## src/rtl/serial_addsub_pkg.sv

```systemverilog
// Shared definitions for the bit-serial adder/subtractor: FSM state
// encodings and a constant-evaluable ceiling-log2 for the bit counter width.
package serial_addsub_pkg;

    typedef enum logic [1:0] {
        S_IDLE = 2'd0,
        S_RUN  = 2'd1,
        S_DONE = 2'd2
    } state_t;

    // Bits needed to count 0..v-1 (at least 1).
    function automatic int clog2(input int v);
        int r;
        int x;
        r = 0;
        x = v - 1;
        while (x > 0) begin
            r = r + 1;
            x = x >> 1;
        end
        if (r == 0) r = 1;
        return r;
    endfunction

endpackage

```

## src/rtl/serial_addsub_full_adder.sv

```systemverilog
// One-bit full adder cell; the per-bit arithmetic element of serial_addsub.
module full_adder (
    input  logic a,
    input  logic b,
    input  logic cin,
    output logic sum,
    output logic cout
);

    assign sum  = a ^ b ^ cin;
    assign cout = (a & b) | (cin & (a ^ b));

endmodule

```

## src/rtl/serial_addsub.sv

```systemverilog
// Bit-serial two's-complement adder/subtractor, LSB first, one bit per clock.
// Subtraction is a + ~b + 1: B is inverted at load and the carry is preset to 1.
// Optional signed-overflow output enabled by defining SERIAL_ADDSUB_OVF_EN.
module serial_addsub
    import serial_addsub_pkg::*;
#(
    parameter int WIDTH = 8
) (
    input  logic             clk,
    input  logic             rst_n,
    input  logic             start,
    input  logic             sub,
    input  logic [WIDTH-1:0] a,
    input  logic [WIDTH-1:0] b,
    output logic             busy,
    output logic             done,
    output logic [WIDTH-1:0] result,
    output logic             cout
`ifdef SERIAL_ADDSUB_OVF_EN
    ,
    output logic             ovf
`endif
);

    localparam int CW = clog2(WIDTH);

    state_t           state;
    state_t           state_nx;
    logic [WIDTH-1:0] a_sr;
    logic [WIDTH-1:0] b_sr;
    logic             carry;
    logic [CW-1:0]    cnt;
    logic             fa_sum;
    logic             fa_cout;
    logic             last;
    logic             accept;

    assign accept = (state == S_IDLE) && start;
    assign last   = (cnt == CW'(WIDTH - 1));

    full_adder u_fa (
        .a    (a_sr[0]),
        .b    (b_sr[0]),
        .cin  (carry),
        .sum  (fa_sum),
        .cout (fa_cout)
    );

    // State register.
    always_ff @(posedge clk or negedge rst_n) begin
        if (!rst_n) state <= S_IDLE;
        else        state <= state_nx;
    end

    // Next-state logic: RUN lasts exactly WIDTH edges, DONE exactly one.
    always_comb begin
        state_nx = state;
        case (state)
            S_IDLE:  if (start) state_nx = S_RUN;
            S_RUN:   if (last)  state_nx = S_DONE;
            S_DONE:  state_nx = S_IDLE;
            default: state_nx = S_IDLE;
        endcase
    end

    // Status outputs decode directly from the state flops.
    assign busy = (state != S_IDLE);
    assign done = (state == S_DONE);

    // Operand load on accept, then shift one bit per RUN edge.
    always_ff @(posedge clk or negedge rst_n) begin
        if (!rst_n) begin
            a_sr   <= '0;
            b_sr   <= '0;
            carry  <= 1'b0;
            cnt    <= '0;
            result <= '0;
            cout   <= 1'b0;
        end else if (accept) begin
            a_sr  <= a;
            b_sr  <= sub ? ~b : b;
            carry <= sub;
            cnt   <= '0;
        end else if (state == S_RUN) begin
            a_sr   <= {1'b0, a_sr[WIDTH-1:1]};
            b_sr   <= {1'b0, b_sr[WIDTH-1:1]};
            result <= {fa_sum, result[WIDTH-1:1]};
            carry  <= fa_cout;
            cnt    <= cnt + CW'(1);
            // cout has its own flop so the carry preset of a new operation
            // does not disturb the held result.
            if (last) cout <= fa_cout;
        end
    end

`ifdef SERIAL_ADDSUB_OVF_EN
    // Signed overflow: carry into the MSB differs from carry out of it.
    always_ff @(posedge clk or negedge rst_n) begin
        if (!rst_n)                      ovf <= 1'b0;
        else if (state == S_RUN && last) ovf <= carry ^ fa_cout;
    end
`endif

endmodule

```

## config.mk

```make
export PLATFORM = sky130hd
export DESIGN_NAME = serial_addsub
export DESIGN_NICKNAME = d
export VERILOG_FILES = /design/src/rtl/serial_addsub_pkg.sv /design/src/rtl/serial_addsub_full_adder.sv /design/src/rtl/serial_addsub.sv
export SDC_FILE = /design/constraint.sdc
export NUM_CORES = 1
export LEC_CHECK = 0
export BUFFER_PORTS_ARGS = -buffer_cell sky130_fd_sc_hd__buf_2
export CORE_ASPECT_RATIO = 1.25
export CORE_MARGIN = 5
export CORE_UTILIZATION = 52
export CTS_BUF_LIST = sky130_fd_sc_hd__clkbuf_8 sky130_fd_sc_hd__clkbuf_16
export CTS_CLUSTER_SIZE = 30
export DETAILED_ROUTE_END_ITERATION = 7
export PLACE_DENSITY = 0.77
export SLEW_MARGIN = 10
export SYNTH_ARGS = -nofsm -noshare
export SYNTH_HDL_FRONTEND = slang
export SYNTH_SLANG_ARGS = --single-unit
export TNS_END_PERCENT = 5
```

## constraint.sdc

```tcl
create_clock -name clk -period 1.8 [get_ports clk]
set_input_delay 0.18 -clock clk [delete_from_list [all_inputs] [get_ports clk]]
set_output_delay 0.18 -clock clk [all_outputs]
set_load 0.05 [all_outputs]
```

==> results of run 1 <==
-- tightest hold or removal path, cell delays in order --
cell	delay, ps
buf_2	80
nand2_1	40
nand2_1	40
-- registers in the layout, indices dropped and copies added (netlist names) --
| signal | cells |
|---|---|
| cnt | 3 |
| result | 8 |
| a_sr | 8 |
| b_sr | 8 |
| state | 2 |
| cout | 1 |
| carry | 1 |
-- through the flow --
| stage | worst slack [ps] | total power, W | util |
|---|---|---|---|
| after floorplan | 473 | 0.00225 | - |
| after global placement | 385 | 0.00255 | 0.599 |
| after detailed placement | 327 | 0.00262 | 0.599 |
| after CTS | 302 | 0.00314 | 0.633 |
| after global routing | 176 | 0.00335 | 0.633 |
| final | 304 | 0.00310 | 0.633 |
-- final timing paths --
| check | to | slack (ps) | cells after the start |
|---|---|---|---|
| max | cout$_DFFE_PN0P_ | 300 | 4 |
| min | a_sr[7]$_DFFE_PN0P_ | 90 | 3 |
| max reg2reg | cout$_DFFE_PN0P_ | 300 | 4 |
| min reg2reg | result[0]$_DFFE_PN0P_ | 470 | 2 |
| max in group asynchronous | b_sr[6]$_DFFE_PN0P_ | 910 | 2 |
| min in group asynchronous | result[5]$_DFFE_PN0P_ | 460 | 2 |
-- cells by family (layout without fill, tap and decap cells) --
logic type                 count (synthesis)  after routing
AOI/OAI and AO/OA                         19             19
xor gates and xnor gates                   8              8
adders and majority gates                  3              3
buffers and inverters                      9             44
DFF                                       31             31
muxes                                      1              1
and+or+nand+nor                           71             71
-- power by group through the flow --
stage                     sequential [W]  clock, W  combinational (W)
after floorplan                  0.00148         0           0.000773
after global placement           0.00120         0            0.00135
after detailed placement         0.00122         0            0.00141
after CTS                        0.00121  0.000524            0.00141
after global routing             0.00125  0.000552            0.00154
final                            0.00121  0.000506            0.00139
-- layout make-up --
| type | instances | area [um2] |
|---|---|---|
| fillers | 241 | 963 |
| clock buffers | 5 | 68.8 |
| multi-input cells | 102 | 567 |
| clock inverters | 3 | 12.5 |
| well taps | 34 | 42.5 |
| repair buffers | 36 | 198 |
| flip-flops and latches | 31 | 776 |
-- placed cells by master (no fill, tap or decap) --
cell type      synthesis  routed
nand2_1               47      47
dfrtp_1               31      31
buf_2                  6      30
nor2_1                13      13
xnor2_1                8       8
a31oi_1                6       6
a221o_1                6       6
clkbuf_8               0       5
buf_4                  0       5
nand3_1                4       4
nor2b_1                2       2
a22oi_1                2       2
o21ai_0                2       2
ha_1                   2       2
inv_1                  0       2
or2_2                  1       1
or2b_1                 1       1
and2_1                 1       1
mux2_2                 1       1
nor3b_1                1       1
or3b_1                 1       1
o21ai_1                1       1
o21bai_1               1       1
a221o_2                1       1
fa_1                   1       1
clkinv_2               0       1
dlygate4sd3_1          0       1
-- metal layers --
layer,routed length [um],share of wire,GRT usage
met1,1130,0.41,0.178
met2,1350,0.49,0.301
met3,180,0.066,0.0585
met4,70,0.026,0.0890
met5,0,0,0
==> metrics.md, run 1 <==
| Metric | Value |
|---|---|
| Clock sinks | `31` |
| Clk pwr share | `0.163` |
| Clk root buf | `clkbuf_8` |
| DPL Wire Length | `1.93 mm` |
| Critical path required time | `1970 ps` |
| Status | `complete, no violations` |
| Min Tclk post-route | `1500 ps` |
| # Post-CTS Setup Buffers | `0` |
| Max Clock Freq | `668 MHz` |
| Part of the power in combinational logic | `0.448` |
| Port bufs | `30` |
| Clk_skew | `4.66 ps` |
| Leak | `0.858 nW` |
| CTS Buf Count | `5` |
| Detailed-route via count | `1094` |
| Layout cells sized above 1 | `0.249` |
| Startpoint of the worst-slack reg-to-reg timing path | `state[0]$_DFFE_PN0P_` |
| Post-DRT Antenna Nets | `0` |
| Worst Path Buf+Inv | `1` |
| Hold Crit Class | `input port to register` |
| Syn-to-layout area delta | `19.6%` |
| Count leader, synth | `nand2_1` |
| Post-cts gate resize count | `0` |
| Post-layout nets | `199` |
| CP max FO | `18` |
| I/O pin cnt | `31` |
| Endpoint class of the critical path | `register` |
| Top-area cell type share of the netlist area | `0.558` |
| H-tree depth | `2` |
| Placed Instances | `202` |
| Diode count | `0` |
| Synth Area in Adders | `0.0324` |
| PwrDens | `1860 nW/um2` |
| Fin area | `1660 um2` |
| Vias/cell | `5.18` |
| Xor/xnor cell area share of the yosys netlist | `0.0504` |
| DRC | `0` |
| Critical Path Start Type | `register` |
| Main combinational cell family by area after synthesis | `simple AND/OR/NAND/NOR gates` |
| Die area | `3820 um2` |
| Crit path launch | `state[0]$_DFFE_PN0P_` |
| GRT Overall Usage | `0.169` |
| Post-synthesis mux area share | `0.00809` |
| Top FF cell, synth | `dfrtp_1` |
| Net Sw Power | `0.00135 W` |
| Post-synth ARST share | `1.00` |
| WL per Instance | `12.9 um` |
| Yosys top cell by area | `dfrtp_1` |
| Max Buffers Root-to-Sink | `2` |
| Initial drt markers | `30` |
| Core Rows | `21` |
| Syn_nets | `165` |
| Largest net degree at the start of global routing | `32` |
| Placed inst area | `1570 um2` |
| Netlist cell types | `24` |
| Unrepaired setup endpoints after global routing | `no` |
| Slew Limit Fails | `0` |
| Cell-by-cell trace of the critical path | `nor2b_1 -> buf_4 -> and2_1 -> mux2_2` |
| Sw Share | `0.436` |
| Post-synthesis instance total | `142` |
| Setup violations, final | `0` |
| Least-Margin Pin Slew | `661 ps` |
| Die span in x | `56.3 um` |
| Pint | `0.00175 W` |
| Worst vdd ir | `0.970 mV` |
| Max Cap Violations | `0` |
| Synthesized area per cell | `9.80 um2` |
| CP arrival | `1670 ps` |
| Die height | `67.8 um` |
| Antenna violations before repair | `0` |
| Hold Vio Cnt, Final | `0` |
| Slowest Stage Delay on Critical Path | `420 ps` |
| Commonest cells post-synth | `nand2_1 (47), dfrtp_1 (31), nor2_1 (13)` |
| Synth Area in Compound Gates | `0.105` |
| Crit path max-delay family | `flip-flops` |
| Ys Warns | `0` |
| Worst hold start | `a[7]` |
| Worst Hold Slack | `85.7 ps` |
| Synth Cell Area | `1390 um2` |
| Gr ovfl total | `0` |
| Register bit total from synthesis | `31` |
| Drt pass-1 iters | `4` |
| Setup TNS | `0 ps` |
| Initial core utilization | `0.530` |
| First-pass GRT wire length | `4.88 mm` |
| Post-Route WL | `2.73 mm` |
| Clk slew on worst S/H paths | `60 ps` |
| Number of global-route vias before repair | `1130` |
| Core Footprint | `2630 um2` |
| Fin cells | `211` |
| Crit Path Class | `register to register` |
| Worst slew margin | `0.559` |
| Seq/Total Area, Yosys | `0.558` |
| Synth top area cells | `dfrtp_1 (56%), nand2_1 (13%), xnor2_1 (5.0%)` |
| CTS tree | `built` |
| Synth Area in Simple Gates | `0.211` |
| Tcrit/Tclk final | `0.831` |
| Worst path slowest cell | `dfrtp_1` |
| Routability Congestion | `0.773` |
| Hold_buf cts | `1` |
| Clk_lat worst skew | `280 ps` |
| EDFF count, synth | `0` |
| Seq pwr share | `0.389` |
Power figures use the tool's default switching activity.
==> run 2, diff against run 1 <==
--- a/config.mk
+++ b/config.mk
@@ -5,14 +5,15 @@
 export SDC_FILE = /design/constraint.sdc
 export NUM_CORES = 1
 export LEC_CHECK = 0
+export ABC_AREA = 1
 export BUFFER_PORTS_ARGS = -buffer_cell sky130_fd_sc_hd__buf_2
 export CORE_ASPECT_RATIO = 1.25
 export CORE_MARGIN = 5
-export CORE_UTILIZATION = 52
+export CORE_UTILIZATION = 49
 export CTS_BUF_LIST = sky130_fd_sc_hd__clkbuf_8 sky130_fd_sc_hd__clkbuf_16
 export CTS_CLUSTER_SIZE = 30
 export DETAILED_ROUTE_END_ITERATION = 7
-export PLACE_DENSITY = 0.77
+export PLACE_DENSITY = 0.75
 export SLEW_MARGIN = 10
 export SYNTH_ARGS = -nofsm -noshare
 export SYNTH_HDL_FRONTEND = slang
==> constraint.sdc (replaced) <==
create_clock -name clk -period 1.3 [get_ports clk]
set_input_delay 0.13 -clock clk [delete_from_list [all_inputs] [get_ports clk]]
set_output_delay 0.13 -clock clk [all_outputs]
set_load 0.05 [all_outputs]
==> metrics.md, run 2 <==
| Metric | Value |
|---|---|
| Clk_skew | `4.67 ps` |
| Netlist cell types | `20` |
| Max Cap Violations | `0` |
| Diode count | `0` |
| Multi-input logic area | `684 um2` |
| Die area | `4460 um2` |
| FF+latch area | `778 um2` |
| Detailed-route via count | `1296` |
| I/O pin cnt | `31` |
| Least-Margin Pin Slew | `381 ps` |
| WL per Instance | `11.0 um` |
| Most frequent cells in the layout | `nand2_1 (90), dfrtp_1 (29), buf_2 (28)` |
| Initial core utilization | `0.498` |
| Worst vdd ir | `1.12 mV` |
| Count leader, synth | `nand2_1` |
| Post-layout nets | `257` |
| Max Buffers Root-to-Sink | `2` |
| Unrepaired setup endpoints after global routing | `no` |
| CP arrival | `1120 ps` |
| Post-DRT Antenna Nets | `0` |
| Top-area cell type share of the netlist area | `0.492` |
| CP max FO | `7` |
| EDFF count, synth | `0` |
| Post-synthesis instance total | `194` |
| H-tree depth | `2` |
| Tcrit/Tclk final | `0.961` |
| Routability Congestion | `0.810` |
| PwrDens | `2320 nW/um2` |
| First-pass GRT wire length | `5.46 mm` |
| Met1 usage | `0.193` |
| Seq/Total Area, Yosys | `0.492` |
| Placed Instances | `259` |
| Post-Route WL | `2.98 mm` |
| Gr ovfl total | `0` |
| Slowest Stage Delay on Critical Path | `440 ps` |
| GRT Overall Usage | `0.165` |
| Critical Path Start Type | `register` |
| Yosys top cell by area | `dfrtp_1` |
| Fin cells | `272` |
| Worst r2r path cells | `6` |
| Hold Crit Class | `input port to register` |
| Commonest cells post-synth | `nand2_1 (91), dfrtp_1 (31), nand3_1 (17)` |
| Clock sinks | `31` |
| Register bit total from synthesis | `31` |
| Top FF cell, synth | `dfrtp_1` |
| Syn_nets | `217` |
| Worst Path Buf+Inv | `2` |
| Clk root buf | `clkbuf_8` |
| Post-synth ARST share | `1.00` |
| Ys Warns | `0` |
| Crit path max-delay family | `flip-flops` |
| Placed inst area | `1770 um2` |
| Endpoint class of the critical path | `output pin` |
| Worst path slowest cell | `dfrtp_2` |
| Hold depth | `3` |
| Die height | `73.4 um` |
| Syn-to-layout area delta | `21.5%` |
| Synth Cell Area | `1580 um2` |
| Largest net degree at the start of global routing | `32` |
| Min Tclk post-route | `1250 ps` |
| Antenna violations before repair | `0` |
| Setup violations, final | `0` |
| Core Rows | `23` |
| Vias/cell | `4.76` |
| Fin area | `1910 um2` |
| FILL cells | `298` |
| Number of global-route vias before repair | `1288` |
| Clk_lat worst skew | `280 ps` |
| Status | `complete, no violations` |
| Core Footprint | `3170 um2` |
| Die span in x | `60.7 um` |
| CTS Buf Count | `5` |
| Slew Limit Fails | `0` |
| Synthesized area per cell | `8.12 um2` |
| Leak | `1.06 nW` |
| Clk slew on worst S/H paths | `60 ps` |
| Crit Path Class | `register to output pin` |
| Layout cells sized above 1 | `0.268` |
| Cell count along the critical path | `3` |
| GR Layer Usage met2 | `0.272` |
| Busiest grt layer | `met2` |
| Global routing usage on met3 | `0.0422` |
| Worst slew margin | `0.746` |
| Synth top area cells | `dfrtp_1 (49%), nand2_1 (22%), nand3_1 (5.4%)` |
| Port bufs | `30` |
| Max Clock Freq | `800 MHz` |
| Commonest non-fill, non-tap cell in the layout | `nand2_1` |
| Critical path required time | `1170 ps` |
| Initial drt markers | `45` |
| DRC | `0` |
| CTS tree | `built` |
| Biggest regs | `a_sr (8), b_sr (8), result (8)` |
| DPL Wire Length | `2.18 mm` |
| Hold Vio Cnt, Final | `0` |
| Cell-by-cell trace of the critical path | `clkinv_4 -> nand2_2 -> buf_6` |
| Drt pass-1 iters | `4` |
==> run 2: cell types whose count changed in the layout (fill, tap and decap cells not counted), moves of 3 or more <==
cell,change
inv_1,+15
xnor2_1,-8
nor2_1,-12
nand2_2,+5
o21ai_2,+5
a221o_1,-6
a31oi_1,-6
nand3_1,+13
nand2_1,+43
o21ai_0,+4
nand3b_1,+6
buf_4,+3
==> run 2: stage by stage <==
stage	util	TNS, ps	worst slack [ps]	power (W)	hold slack, ps
finish	0.605	0	50.6	0.00443	39.0
detailed placement	0.560	0	109	0.00371	165
global placement	0.560	0	144	0.00364	165
floorplan	-	-73.4	-73.4	0.00324	-166
CTS	0.594	0	13.8	0.00446	34.7
global route	0.605	0	3.79	0.00479	80.6
==> run 2: worst register-to-register path: stages (launching register included) <==
cell     delay, ps
dfrtp_2        420
buf_4          180
nor2_8         170
nand2_1        170
nand2_1        100
nand2_1         50
nand2_1         50
==> run 2: metal layers <==
metal / routed length, um / up-vias
li1: - / 678
met1: 1270 / 588
met2: 1520 / 23
met3: 118 / 7
met4: 81 / 0
met5: 0 / -
==> run 2: logic make-up after synthesis <==
family,share of synthesized area
compound gates,0.0500
xor+xnor,0.00556
fa+ha+maj,0.0286
buf+inv,0.0762
flops,0.492
simple gates,0.347
==> run 2: final timing paths <==
kind                                       from                    to  slack, ps
setup / recovery           state[1]$_DFFE_PN0P_                  busy         50
hold / removal                             a[7]   a_sr[7]$_DFFE_PN0P_         40
setup reg to reg           state[0]$_DFFE_PN0P_   a_sr[4]$_DFFE_PN0P_        110
hold reg to reg              cnt[1]$_DFFE_PN0P_    cnt[1]$_DFFE_PN0P_        480
max in group asynchronous                 rst_n  state[1]$_DFFE_PN0P_        610
min in group asynchronous                 rst_n   b_sr[7]$_DFFE_PN0P_        380
==> run 2: repair_timing <==
| item | CTS | global route |
|---|---|---|
| hold endpoints to repair | 31 | 0 |
| hold buffers | 1 | 0 |
| resized for setup | 5 | 4 |
| setup buffers | 1 | 3 |
| endpoints found under the setup margin | 2 | 1 |
==> run 2: power by group <==
group,internal [W],switching (W),total (W)
clock,0.000359,0.000338,0.000697
combinational,0.000721,0.00140,0.00212
sequential,0.00137,0.000242,0.00162
==> run 2: cell type report <==
type,instances,share of cell area
repair buffers,40,0.132
flip-flops and latches,31,0.407
clock inverters,3,0.00654
clock buffers,5,0.0359
well taps,37,0.0242
multi-input cells,139,0.358
inverters,17,0.0373
==> run 3, diff against run 2 <==
--- a/config.mk
+++ b/config.mk
@@ -17,5 +17,6 @@
 export SLEW_MARGIN = 10
 export SYNTH_ARGS = -nofsm -noshare
 export SYNTH_HDL_FRONTEND = slang
+export SYNTH_HIERARCHICAL = 1
 export SYNTH_SLANG_ARGS = --single-unit
 export TNS_END_PERCENT = 5
==> metrics.md, run 3 <==
| Metric | Value |
|---|---|
| Biggest regs | `a_sr (8), b_sr (8), result (8)` |
| CP arrival | `1120 ps` |
| Top routing layer in use | `met4` |
| Drt pass-1 iters | `4` |
| Syn_nets | `217` |
| Post-Route WL | `3.03 mm` |
| Netlist cell types | `20` |
| Largest net degree at the start of global routing | `32` |
| Clk_lat worst skew | `280 ps` |
| Routed wl met2 | `1.56 mm` |
| Status | `complete, no violations` |
| Placed inst area | `1760 um2` |
| Die area | `4460 um2` |
| Worst vdd ir | `1.06 mV` |
| CTS Buf Count | `5` |
| Core Rows | `23` |
| Worst Path Buf+Inv | `2` |
| Worst path slowest cell | `dfrtp_2` |
| Clk slew on worst S/H paths | `60 ps` |
| Max Buffers Root-to-Sink | `2` |
| Layout cells sized above 1 | `0.267` |
| Cell-by-cell trace of the critical path | `inv_6 -> nand2_2 -> buf_6` |
| Clk pwr share | `0.168` |
| First-pass GRT wire length | `5.73 mm` |
| Power Total | `0.00447 W` |
| Least-Margin Pin Slew | `388 ps` |
| EDFF count, synth | `0` |
| Top FF cell, synth | `dfrtp_1` |
| Worst hold start | `a[7]` |
| Initial drt markers | `18` |
| Commonest cells post-synth | `nand2_1 (91), dfrtp_1 (31), nand3_1 (17)` |
| Fin area | `1890 um2` |
| DRC | `0` |
| Yosys top cell by area | `dfrtp_1` |
| Gr ovfl total | `0` |
| Diode count | `0` |
| Synth top area cells | `dfrtp_1 (49%), nand2_1 (22%), nand3_1 (5.4%)` |
| Hold path endpoint | `a_sr[7]$_DFFE_PN0P_` |
| Leak | `1.05 nW` |
| Commonest non-fill, non-tap cell in the layout | `nand2_1` |
| Hold depth | `3` |
| Critical Path Start Type | `register` |
| Worst slew margin | `0.742` |
| Clk_skew | `4.87 ps` |
| Routability Congestion | `0.843` |
| Syn-to-layout area delta | `19.9%` |
| PwrDens | `2360 nW/um2` |
| Register bit total from synthesis | `31` |
| Initial core utilization | `0.498` |
| Clk root buf | `clkbuf_8` |
| Synthesized area per cell | `8.12 um2` |
| Core Footprint | `3170 um2` |
| Count leader, synth | `nand2_1` |
| RR Endpoint | `b_sr[6]$_DFFE_PN0P_` |
| Slew Limit Fails | `0` |
| DPL Wire Length | `2.14 mm` |
| Number of global-route vias before repair | `1326` |
| WL per Instance | `11.3 um` |
| H-tree depth | `2` |
| Die height | `73.4 um` |
| Ys Warns | `6` |
| Endpoint class of the critical path | `output pin` |
| Startpoint of the worst-slack reg-to-reg timing path | `state[0]$_DFFE_PN0P_` |
| Top-area cell type share of the netlist area | `0.492` |
| Slowest Stage Delay on Critical Path | `470 ps` |
| Vias/cell | `4.81` |
| Part of the power in combinational logic | `0.469` |
| Max Clock Freq | `797 MHz` |
| Tcrit/Tclk final | `0.965` |
| Clock sinks | `31` |
| Detailed-route via count | `1295` |
| Post-layout nets | `255` |
| Critical path required time | `1170 ps` |
| Crit Path Class | `register to output pin` |
| Setup violations, final | `0` |
| Max Cap Violations | `0` |
| Port bufs | `30` |
| GRT Overall Usage | `0.172` |
| Sw Share | `0.444` |
| Crit path max-delay family | `flip-flops` |
| Seq/Total Area, Yosys | `0.492` |
| I/O pin cnt | `31` |
| Post-synth ARST share | `1.00` |
| CP max FO | `10` |
| Pint | `0.00248 W` |
| Hold Crit Class | `input port to register` |
| Unrepaired setup endpoints after global routing | `yes` |
| Seq pwr share | `0.363` |
| Min Tclk post-route | `1250 ps` |
| CTS tree | `built` |
| Worst r2r path cells | `5` |
| FILL cells | `293` |
| Cell count along the critical path | `3` |
| Post-synthesis instance total | `194` |
| Hold Vio Cnt, Final | `0` |
| Post-DRT Antenna Nets | `0` |
| FF-to-FF setup slack | `90 ps` |
| WL met3 | `154 um` |
| Synth Cell Area | `1580 um2` |
| Most frequent cells in the layout | `nand2_1 (89), dfrtp_1 (29), buf_2 (28)` |
| Antenna violations before repair | `0` |
| Die span in x | `60.7 um` |
| WL met1 | `1.27 mm` |
| Net Sw Power | `0.00198 W` |
## run 3: repair_timing
item / CTS / global route
endpoints found under the setup margin: 2 / 7
hold buffers: 1 / 0
resized for setup: 5 / 2
hold endpoints to repair: 31 / 0
setup buffers: 2 / 0
## run 3: cells by family (layout without fill, tap and decap cells)
group                      after synthesis  count (layout)  share of synthesized area
xor gates and xnor gates                 1               1                    0.00556
and+or+nand+nor                        123             123                      0.347
adders and majority gates                3               3                     0.0286
DFF                                     31              31                      0.492
AOI/OAI and AO/OA                       12              12                     0.0500
buffers and inverters                   24              62                     0.0762
## run 3: area by class of cell
class | instances | area, um2 | share of cell area
Sequential cell | 31 | 778 | 0.412
Timing Repair Buffer | 38 | 221 | 0.117
Inverter | 17 | 71.3 | 0.0377
Multi-Input combinational cell | 139 | 684 | 0.362
Clock buffer | 6 | 82.6 | 0.0437
Clock inverter | 1 | 5.00 | 0.00265
Tap cell | 37 | 46.3 | 0.0245
## run 3: worst min-delay path, delay by kind of cell
kind / cells / cell delay (ps)
buffers and inverters: 1 / 70
AND/OR/NAND/NOR: 2 / 90
## run 3: routing by layer
| layer | vias up | track usage |
|---|---|---|
| met5 | - | 0 |
| met4 | 0 | 0.0843 |
| met3 | 4 | 0.0510 |
| met2 | 27 | 0.276 |
| met1 | 590 | 0.208 |
| li1 | 674 | - |
## run 3: worst max-delay path by stage
| stage | start | endpoint |
|---|---|---|
| floorplan | state[0]$_DFFE_PN0P_ | done |
| global route | state[1]$_DFFE_PN0P_ | busy |
| finish | state[1]$_DFFE_PN0P_ | busy |
| global placement | state[0]$_DFFE_PN0P_ | busy |
| detailed placement | state[0]$_DFFE_PN0P_ | a_sr[4]$_DFFE_PN0P_ |
| CTS | state[1]$_DFFE_PN0P_ | busy |
## run 3: power groups by stage
stage | Combinational [W] | Clock (W) | Sequential (W)
4_1_cts | 0.00213 | 0.000771 | 0.00162
3_3_place_gp | 0.00195 | 0 | 0.00166
3_5_place_dp | 0.00201 | 0 | 0.00167
2_1_floorplan | 0.00123 | 0 | 0.00201
5_1_grt | 0.00235 | 0.000809 | 0.00168
6_report | 0.00210 | 0.000750 | 0.00162
## run 3: stage by stage
stage / TNS [ps] / setup WS [ps] / cells / hold slack (ps) / utilization
6_report: 0 / 45.7 / 269 / 43.5 / 0.597
5_1_grt: -11.3 / -11.3 / 269 / 59.2 / 0.597
4_1_cts: 0 / 23.6 / 269 / 40.0 / 0.595
3_5_place_dp: 0 / 46.7 / 259 / 169 / 0.556
3_3_place_gp: 0 / 88.7 / 259 / 169 / 0.556
2_1_floorplan: -73.4 / -73.4 / 194 / -166 / -
